File: src/rtl/dmem_lsu.sv
// dmem_lsu: load/store unit between the RV32I datapath and the word-only dmem.
// Accepts one request at a time, checks it for illegal funct3 and misalignment,
// extracts and extends load data, and performs SB/SH as read-modify-write
// because dmem has no byte enables.
//
// Ports:
//   clk, rst_n          clock, asynchronous active-low reset
//   req_valid/req_ready request handshake (ready only while idle)
//   req_we, req_funct3  store flag and RV32I size/sign code
//   req_addr, req_wdata byte address and LSB-aligned store data
//   resp_valid          one-cycle response pulse
//   resp_rdata          extended load data (0 for stores and faults)
//   resp_misaligned     misaligned access flag, valid with resp_valid
//   resp_illegal        illegal access flag, valid with resp_valid
//   mem_read/mem_write  dmem strobes
//   mem_addr            word-aligned dmem address
//   mem_wdata           dmem write data
//   mem_rdata           dmem combinational read data
module dmem_lsu #(
  parameter bit RMW_EN = 1'b1
) (
  input  logic        clk,
  input  logic        rst_n,
  input  logic        req_valid,
  output logic        req_ready,
  input  logic        req_we,
  input  logic [2:0]  req_funct3,
  input  logic [31:0] req_addr,
  input  logic [31:0] req_wdata,
  output logic        resp_valid,
  output logic [31:0] resp_rdata,
  output logic        resp_misaligned,
  output logic        resp_illegal,
  output logic        mem_read,
  output logic        mem_write,
  output logic [31:0] mem_addr,
  output logic [31:0] mem_wdata,
  input  logic [31:0] mem_rdata
);

  typedef enum logic [2:0] {
    ST_IDLE   = 3'd0,
    ST_LOAD   = 3'd1,
    ST_RMW_RD = 3'd2,
    ST_WRITE  = 3'd3,
    ST_RESP   = 3'd4
  } state_t;

  state_t      state_r;
  logic [2:0]  funct3_r;
  logic [31:0] addr_r;
  logic [31:0] wdata_r;
  logic        req_ready_r;
  logic        resp_valid_r;
  logic [31:0] resp_rdata_r;
  logic        resp_misaligned_r;
  logic        resp_illegal_r;
  logic        mem_read_r;
  logic        mem_write_r;
  logic [31:0] mem_wdata_r;
  logic        illegal_s;
  logic        misaligned_s;

  // Pick the addressed byte/halfword out of a word and extend it.
  function automatic logic [31:0] load_extract(input logic [31:0] word,
                                               input logic [2:0]  funct3,
                                               input logic [1:0]  lane);
    logic [7:0]  b;
    logic [15:0] h;
    logic [31:0] res;
    b = word[{lane, 3'b000} +: 8];
    h = word[{lane[1], 4'b0000} +: 16];
    case (funct3)
      3'b000:  res = {{24{b[7]}}, b};
      3'b001:  res = {{16{h[15]}}, h};
      3'b010:  res = word;
      3'b100:  res = {24'd0, b};
      3'b101:  res = {16'd0, h};
      default: res = 32'd0;
    endcase
    return res;
  endfunction

  // Merge new store data into the old word at the addressed lane (little-endian).
  function automatic logic [31:0] store_merge(input logic [31:0] word,
                                              input logic [31:0] data,
                                              input logic [2:0]  funct3,
                                              input logic [1:0]  lane);
    logic [31:0] merged;
    merged = word;
    case (funct3)
      3'b000:  merged[{lane, 3'b000} +: 8] = data[7:0];
      3'b001:  merged[{lane[1], 4'b0000} +: 16] = data[15:0];
      default: merged = data;
    endcase
    return merged;
  endfunction

  // Fault decode of the incoming request; illegal masks misaligned.
  always_comb begin
    illegal_s    = 1'b0;
    misaligned_s = 1'b0;
    if (req_we) begin
      case (req_funct3)
        3'b000, 3'b001: illegal_s = ~RMW_EN;
        3'b010:         illegal_s = 1'b0;
        default:        illegal_s = 1'b1;
      endcase
    end else begin
      case (req_funct3)
        3'b000, 3'b001, 3'b010, 3'b100, 3'b101: illegal_s = 1'b0;
        default:                                illegal_s = 1'b1;
      endcase
    end
    if (illegal_s) begin
      misaligned_s = 1'b0;
    end else if (req_funct3[1:0] == 2'b01) begin
      misaligned_s = req_addr[0];
    end else if (req_funct3[1:0] == 2'b10) begin
      misaligned_s = (req_addr[1:0] != 2'b00);
    end else begin
      misaligned_s = 1'b0;
    end
  end

  // Request FSM; every output is registered alongside the state it belongs to.
  always_ff @(posedge clk or negedge rst_n) begin
    if (!rst_n) begin
      state_r           <= ST_IDLE;
      funct3_r          <= 3'd0;
      addr_r            <= 32'd0;
      wdata_r           <= 32'd0;
      req_ready_r       <= 1'b1;
      resp_valid_r      <= 1'b0;
      resp_rdata_r      <= 32'd0;
      resp_misaligned_r <= 1'b0;
      resp_illegal_r    <= 1'b0;
      mem_read_r        <= 1'b0;
      mem_write_r       <= 1'b0;
      mem_wdata_r       <= 32'd0;
    end else begin
      case (state_r)
        ST_IDLE: begin
          if (req_valid) begin
            funct3_r     <= req_funct3;
            addr_r       <= req_addr;
            wdata_r      <= req_wdata;
            req_ready_r  <= 1'b0;
            resp_rdata_r <= 32'd0;
            if (illegal_s || misaligned_s) begin
              state_r           <= ST_RESP;
              resp_valid_r      <= 1'b1;
              resp_illegal_r    <= illegal_s;
              resp_misaligned_r <= misaligned_s;
            end else if (!req_we) begin
              state_r    <= ST_LOAD;
              mem_read_r <= 1'b1;
            end else if (req_funct3 == 3'b010) begin
              state_r     <= ST_WRITE;
              mem_write_r <= 1'b1;
              mem_wdata_r <= req_wdata;
            end else begin
              state_r    <= ST_RMW_RD;
              mem_read_r <= 1'b1;
            end
          end else begin
            req_ready_r <= 1'b1;
          end
        end
        ST_LOAD: begin
          state_r      <= ST_RESP;
          mem_read_r   <= 1'b0;
          resp_valid_r <= 1'b1;
          resp_rdata_r <= load_extract(mem_rdata, funct3_r, addr_r[1:0]);
        end
        ST_RMW_RD: begin
          state_r     <= ST_WRITE;
          mem_read_r  <= 1'b0;
          mem_write_r <= 1'b1;
          mem_wdata_r <= store_merge(mem_rdata, wdata_r, funct3_r, addr_r[1:0]);
        end
        ST_WRITE: begin
          state_r      <= ST_RESP;
          mem_write_r  <= 1'b0;
          mem_wdata_r  <= 32'd0;
          resp_valid_r <= 1'b1;
        end
        ST_RESP: begin
          state_r           <= ST_IDLE;
          req_ready_r       <= 1'b1;
          resp_valid_r      <= 1'b0;
          resp_rdata_r      <= 32'd0;
          resp_misaligned_r <= 1'b0;
          resp_illegal_r    <= 1'b0;
        end
        default: begin
          state_r           <= ST_IDLE;
          req_ready_r       <= 1'b1;
          resp_valid_r      <= 1'b0;
          resp_rdata_r      <= 32'd0;
          resp_misaligned_r <= 1'b0;
          resp_illegal_r    <= 1'b0;
          mem_read_r        <= 1'b0;
          mem_write_r       <= 1'b0;
          mem_wdata_r       <= 32'd0;
        end
      endcase
    end
  end

  assign req_ready       = req_ready_r;
  assign resp_valid      = resp_valid_r;
  assign resp_rdata      = resp_rdata_r;
  assign resp_misaligned = resp_misaligned_r;
  assign resp_illegal    = resp_illegal_r;
  assign mem_read        = mem_read_r;
  assign mem_write       = mem_write_r;
  assign mem_addr        = {addr_r[31:2], 2'b00};
  assign mem_wdata       = mem_wdata_r;

endmodule
File: config.mk
export PLATFORM = sky130hd
export DESIGN_NAME = dmem_lsu
export DESIGN_NICKNAME = d
export VERILOG_FILES = /design/src/rtl/dmem_lsu.sv
export SDC_FILE = /design/constraint.sdc
export NUM_CORES = 1
export LEC_CHECK = 0
export CORE_MARGIN = 2
export CORE_UTILIZATION = 49
export CTS_BUF_LIST = sky130_fd_sc_hd__clkbuf_8 sky130_fd_sc_hd__clkbuf_16
export DETAILED_ROUTE_END_ITERATION = 16
export PLACE_DENSITY_LB_ADDON = 0.05
export SYNTH_ARGS = -nofsm -noshare
export SYNTH_HDL_FRONTEND = slang
export SYNTH_SLANG_ARGS = --single-unit
File: constraint.sdc
create_clock -name clk -period 3 [get_ports clk]
set_input_delay 0.9 -clock clk [delete_from_list [all_inputs] [get_ports clk]]
set_output_delay 0.9 -clock clk [all_outputs]
set_load 0.02 [all_outputs]
== Word-level counts from Yosys, hierarchy flattened ==
Index checks and enable logic that the tools add are counted.

* Add/subtract/negate cells: 2
* Eq/ne operators: 20
* Shifts and indexed selects: 6
* Muxes and demuxes: 43
* Bitwise operators: 5
* Reductions and logical operators: 18

{| class="wikitable"
|+ Operators with widths
! kind !! number
|-
| $pmux 32 s3 || 2
|-
| $mux 32 || 5
|-
| $pmux 32 s5 || 1
|-
| $bwmux 32 || 2
|-
| $pmux 32 s2 || 1
|-
| $shift 16x7->32 const A || 1
|-
| $shift 8x7->32 const A || 1
|-
| $shiftx 16x7->32 || 1
|-
| $shiftx 32x6->16 || 1
|-
| $shiftx 32x6->8 || 1
|-
| $shiftx 8x7->32 || 1
|-
| $mux 1 || 22
|-
| $eq 3x3->1 const B || 5
|-
| $neg 5->7 || 2
|-
| $eq 3x2->1 const B || 4
|-
| $ne 2x2->1 const B || 5
|-
| $eq 3x1->1 const B || 3
|-
| $logic_not 3->1 || 3
|-
| $pmux 3 s3 || 1
|-
| $pmux 1 s2 || 4
|-
| $reduce_or 2->1 || 4
|-
| $mux 3 || 2
|-
| $pmux 1 s3 || 2
|-
| $reduce_and 3->1 || 2
|-
| other kinds (12) || 18
|}

* Flip-flop bits (word level): 140
* Input bits: 103
* Output and inout port bits: 102
* Word-level logic and storage cells: 106

== Logic depth before layout (Yosys ltp) ==
* Depth after elaboration: 9
* Gate-level depth with buffers: 9
* Depth with buffers taken out: 6

== Worst setup path before layout ==
OpenSTA, ideal clock, no wires.

* Path kind: input-to-reg
* Start: input port req_funct3[0]
* End: register mem_wdata_r[22] (netlist: mem_wdata[22])
* Library setup time: 128 ps
* Arrival: 2384 ps
* Required time: 2872 ps
* Slack: 488 ps
* Stages: 5
* Path buffers: 1
* Path through: or4_4 > a2111oi_4 > or2_2 > buf_4 > mux2_1

* Word-level cells in the longest chain between the ends: 8
* Elaborated cells on any way between the ends: 19

{| class="wikitable"
|+ Ends and longest elaborated chain
! what !! line !! source
|-
| start: declaration || 27 || <nowiki>input logic [2:0] req_funct3,</nowiki>
|-
| $eq 3x2->1, or another cell as far along || 104, 110, 158 ||
|-
| $reduce_or 5->1 or $reduce_or 3->1 (tied branches) || n/a ||
|-
| $mux 1 (on tied branches) || 110, 104 ||
|-
| $mux 1 || 103 || <nowiki>if (req_we) begin</nowiki>
|-
| $mux 1 || 115 || <nowiki>if (illegal_s) begin</nowiki>
|-
| $logic_or 1x1->1 || 150 || <nowiki>if (illegal_s || misaligned_s) begin</nowiki>
|-
| $ne 2x2->1 (no line) || n/a ||
|-
| $reduce_and 5->1 (no line) * || n/a ||
|-
| end signal: assignment || 161 || <nowiki>mem_wdata_r <= req_wdata;</nowiki>
|-
| end signal: assignment || 180 || <nowiki>mem_wdata_r <= store_merge(mem_rdata, wdata_r, funct3_r, addr_r[1:0]);</nowiki>
|-
| end: declaration || 60 || <nowiki>logic [31:0] mem_wdata_r;</nowiki>
|}

Every way passes the cells marked *; elsewhere a longest branch is shown, timed or not.
A chain may end at the register's enable or synchronous reset.

== Worst setup path in the final report ==
* Start: input port req_funct3[0]
* End: register mem_wdata_r[4] (netlist: mem_wdata[4])

Same word-level chain as after synthesis.

==> results.md <==
* Register area share after synthesis at 48.2%
* Net Sw Power at 4.18 mW
* Clock latency at the later pin of the worst-skew pair at 0.42 ns
* Critical Path End Type: register
* GR Util met1 at 37.0%
* Data arrival, critical path at 3.11 ns
* Crit path from: req_funct3[0]
* Achievable frequency at 355 MHz
* Relative slew slack at 25.2%
* Largest net degree at the start of global routing at 53
* Wire per inst at 22.3 um
* Detail Route Antenna Nets at 0
* Post-Route Utilization at 68.2%
* Post-DP HPWL at 15.9 mm
* Hold crit path type: in -> async
* Max IR drop VDD at 0.000525 V
* Die H at 126 um
* DR vias/cell at 6.40
* Nets at 916
* Final slew viol count at 0
* FF+latch count, synth at 140
* H-tree depth at 4
* Fin. Hold Viols at 0
* Final period utilization at 93.8%
* Status: complete, no violations
* Final instance area at 9920 um^2
* First-pass GRT wire length at 35.4 mm
* Crit path capture: mem_wdata[4]$_DFFE_PN0P_
* PostCTS Resize Cnt at 0
* Sw Share at 39.5%
* Critical Path RT at 3.30 ns
* Placed Cells at 973
* Vias in the first global route at 6540
* GRT met3 Usage at 6.37%
* Worst setup SP type: primary input
* Core area at 14500 um^2
* Synth unique cells at 55
* TritonCTS clock tree: done
* Ports at 205
* Clk buf depth at 2
* RR Endpoint: mem_wdata[16]$_DFFE_PN0P_
* Site Rows at 44
* CP Cell Sequence: clkdlybuf4s50_1 > or4_4 > a2111oi_4 > or2_2 > buf_12 > mux2_1
* DR vias at 6422
* Mapped cell area at 7280 um^2
* Buffers on Ports at 202
* Post-Syn Area per Cell at 11.4 um^2
* Commonest cells post-synth: dfrtp_1, mux2_2, buf_4
* Combinational share of power at 49.1%
* RD Place Congestion at 0.926
* R2r startpoint: addr_r[0]$_DFFE_PN0P_
* Total Wirelength at 22.4 mm
* Clock root buffer: clkbuf_16
* Flop pwr share at 31.7%
* Synth warn at 0
* Worst Skew at 0.00860 ns
* Slowest CP cell: or4_4
* Critical path fanouts, max at 23
* Synth area leaders: dfrtp_1, mux2_2, buf_4
* R2R Setup Slk at 0.44 ns
* First-pass DRT Iterations at 6
* Area Overhead vs Synth at 36.3%
* Hold_buf cts at 0
* Met2 GRT Util at 45.1%
* Leak Pwr at 4.01 nW
* Ant diodes at 0
* EDFF count, synth at 0
* 1st-iter DRT viols at 464
* CP Class: in -> reg
* Initial Utilization at 50.1%
* GR peak layer: met2
* Internal power at 6.40 mW
* Critical Path Max Stage Delay at 0.60 ns
* Maxcap violations at 0
* FFs w/ async S/R, synth at 100%
* Die ar. at 15800 um^2
* Final-report setup violation count at 0
* Mapped Cells at 636
* Placed Area at 9350 um^2
* R2r worst-path depth at 6
* Most frequently used flop master after synthesis: dfrtp_1
* Synth area leader: dfrtp_1
* CTS sink count at 140
* Initial antenna violation count at 0
* Post-CTS setup buffers at 0
* Layout Cells excl Fill at 1004
* RSZ-0062 raised after global routing: no
* Clk slew on worst S/H paths at 0.06 ns
* GRT Resource Usage Total at 28.4%
* Die X at 126 um
* Min Tclk post-route at 2.81 ns
* Power Density at 1070 nW/um^2
* Slew of the pin with the lowest slew margin at 1.12 ns
* Yosys top cell area share at 47.8%
* Cts bufs inserted at 17
* Clock share of power at 19.2%
* GRT overflow at 0
* Share of cells above drive strength 1 at 18.0%
* Most common cell in the netlist: dfrtp_1
* Post-route DRC violation count at 0
-- stage by stage --
stage	power [mW]	setup TNS, ns	setup slack [ns]	hold slack (ns)
6_report	10.6	0	0.185	0.431
5_1_grt	11.2	0	0.141	0.464
4_1_cts	10.6	0	0.199	0.439
3_5_place_dp	8.52	-5.79	-0.230	0.476
3_3_place_gp	8.37	-4.33	-0.168	0.471
2_1_floorplan	6.75	0	0.488	0.475
-- cells in the final DEF, fill, tap and decap left out, types with 15 or more instances in the layout --
cell | synthesis | layout
a221o_1 | 17 | 17
mux2_1 | 22 | 22
nand2_1 | 22 | 22
buf_4 | 35 | 30
o21ai_0 | 27 | 27
clkdlybuf4s50_1 | 0 | 201
a221oi_1 | 15 | 15
clkbuf_16 | 0 | 17
a31oi_1 | 23 | 23
dfrtp_1 | 139 | 139
o2bb2ai_1 | 16 | 16
mux2_2 | 74 | 74
-- power groups by stage --
| stage | Clock (mW) | Sequential (mW) | Combinational (mW) |
|---|---|---|---|
| 6_report | 2.03 | 3.35 | 5.20 |
| 5_1_grt | 2.14 | 3.47 | 5.55 |
| 4_1_cts | 2.06 | 3.34 | 5.19 |
| 3_5_place_dp | 0 | 3.36 | 5.16 |
| 3_3_place_gp | 0 | 3.32 | 5.05 |
| 2_1_floorplan | 0 | 3.41 | 3.33 |
-- registers in the layout, indices dropped and copies added, names as in the netlist, 3 cells and up --
name and count:
addr_r 32, mem_wdata 32, funct3_r 3, state_r 3, wdata_r 32, resp_rdata 32
-- worst min-delay path by stage --
stage	startpoint	slack, ns	endpoint
after floorplan	wdata_r[23]$_DFFE_PN0P_	0.48	wdata_r[23]$_DFFE_PN0P_
after global placement	mem_write$_DFFE_PN0P_	0.47	mem_write$_DFFE_PN0P_
after detailed placement	mem_wdata[6]$_DFFE_PN0P_	0.48	mem_wdata[6]$_DFFE_PN0P_
after CTS	rst_n	0.44	addr_r[27]$_DFFE_PN0P_
after global routing	rst_n	0.46	addr_r[11]$_DFFE_PN0P_
final	rst_n	0.43	addr_r[27]$_DFFE_PN0P_
-- critical path, delay by kind of cell --
family	cells	cell delay [ns]
compound gates	1	0.36
buf+inv	2	0.67
mux	1	0.35
simple gates	2	0.80
-- metal layers --
layer | share of wire [%] | routed length, um
met5 | 0 | 0
met4 | 4.0 | 891
met3 | 8.2 | 1830
met2 | 47 | 10600
met1 | 40 | 9050
-- area by class of cell --
type	count	area, um^2
Clock buffer	20	467
Tap cell	184	230
Fill cell	1110	4620
Timing Repair Buffer	235	2310
Multi-Input combinational cell	406	3270
Clock inverter	11	104
Inverter	8	30.0
Sequential cell	140	3500
-- cell families after synthesis --
kind of cell	after synthesis	synth area share, %
compound gates	187	19.6
fa+ha+maj	5	0.860
buf+inv	91	6.96
flops	140	48.2
mux	101	15.7
other cells	1	0.0515
simple gates	111	8.67
(Power assumes the default switching activity.)
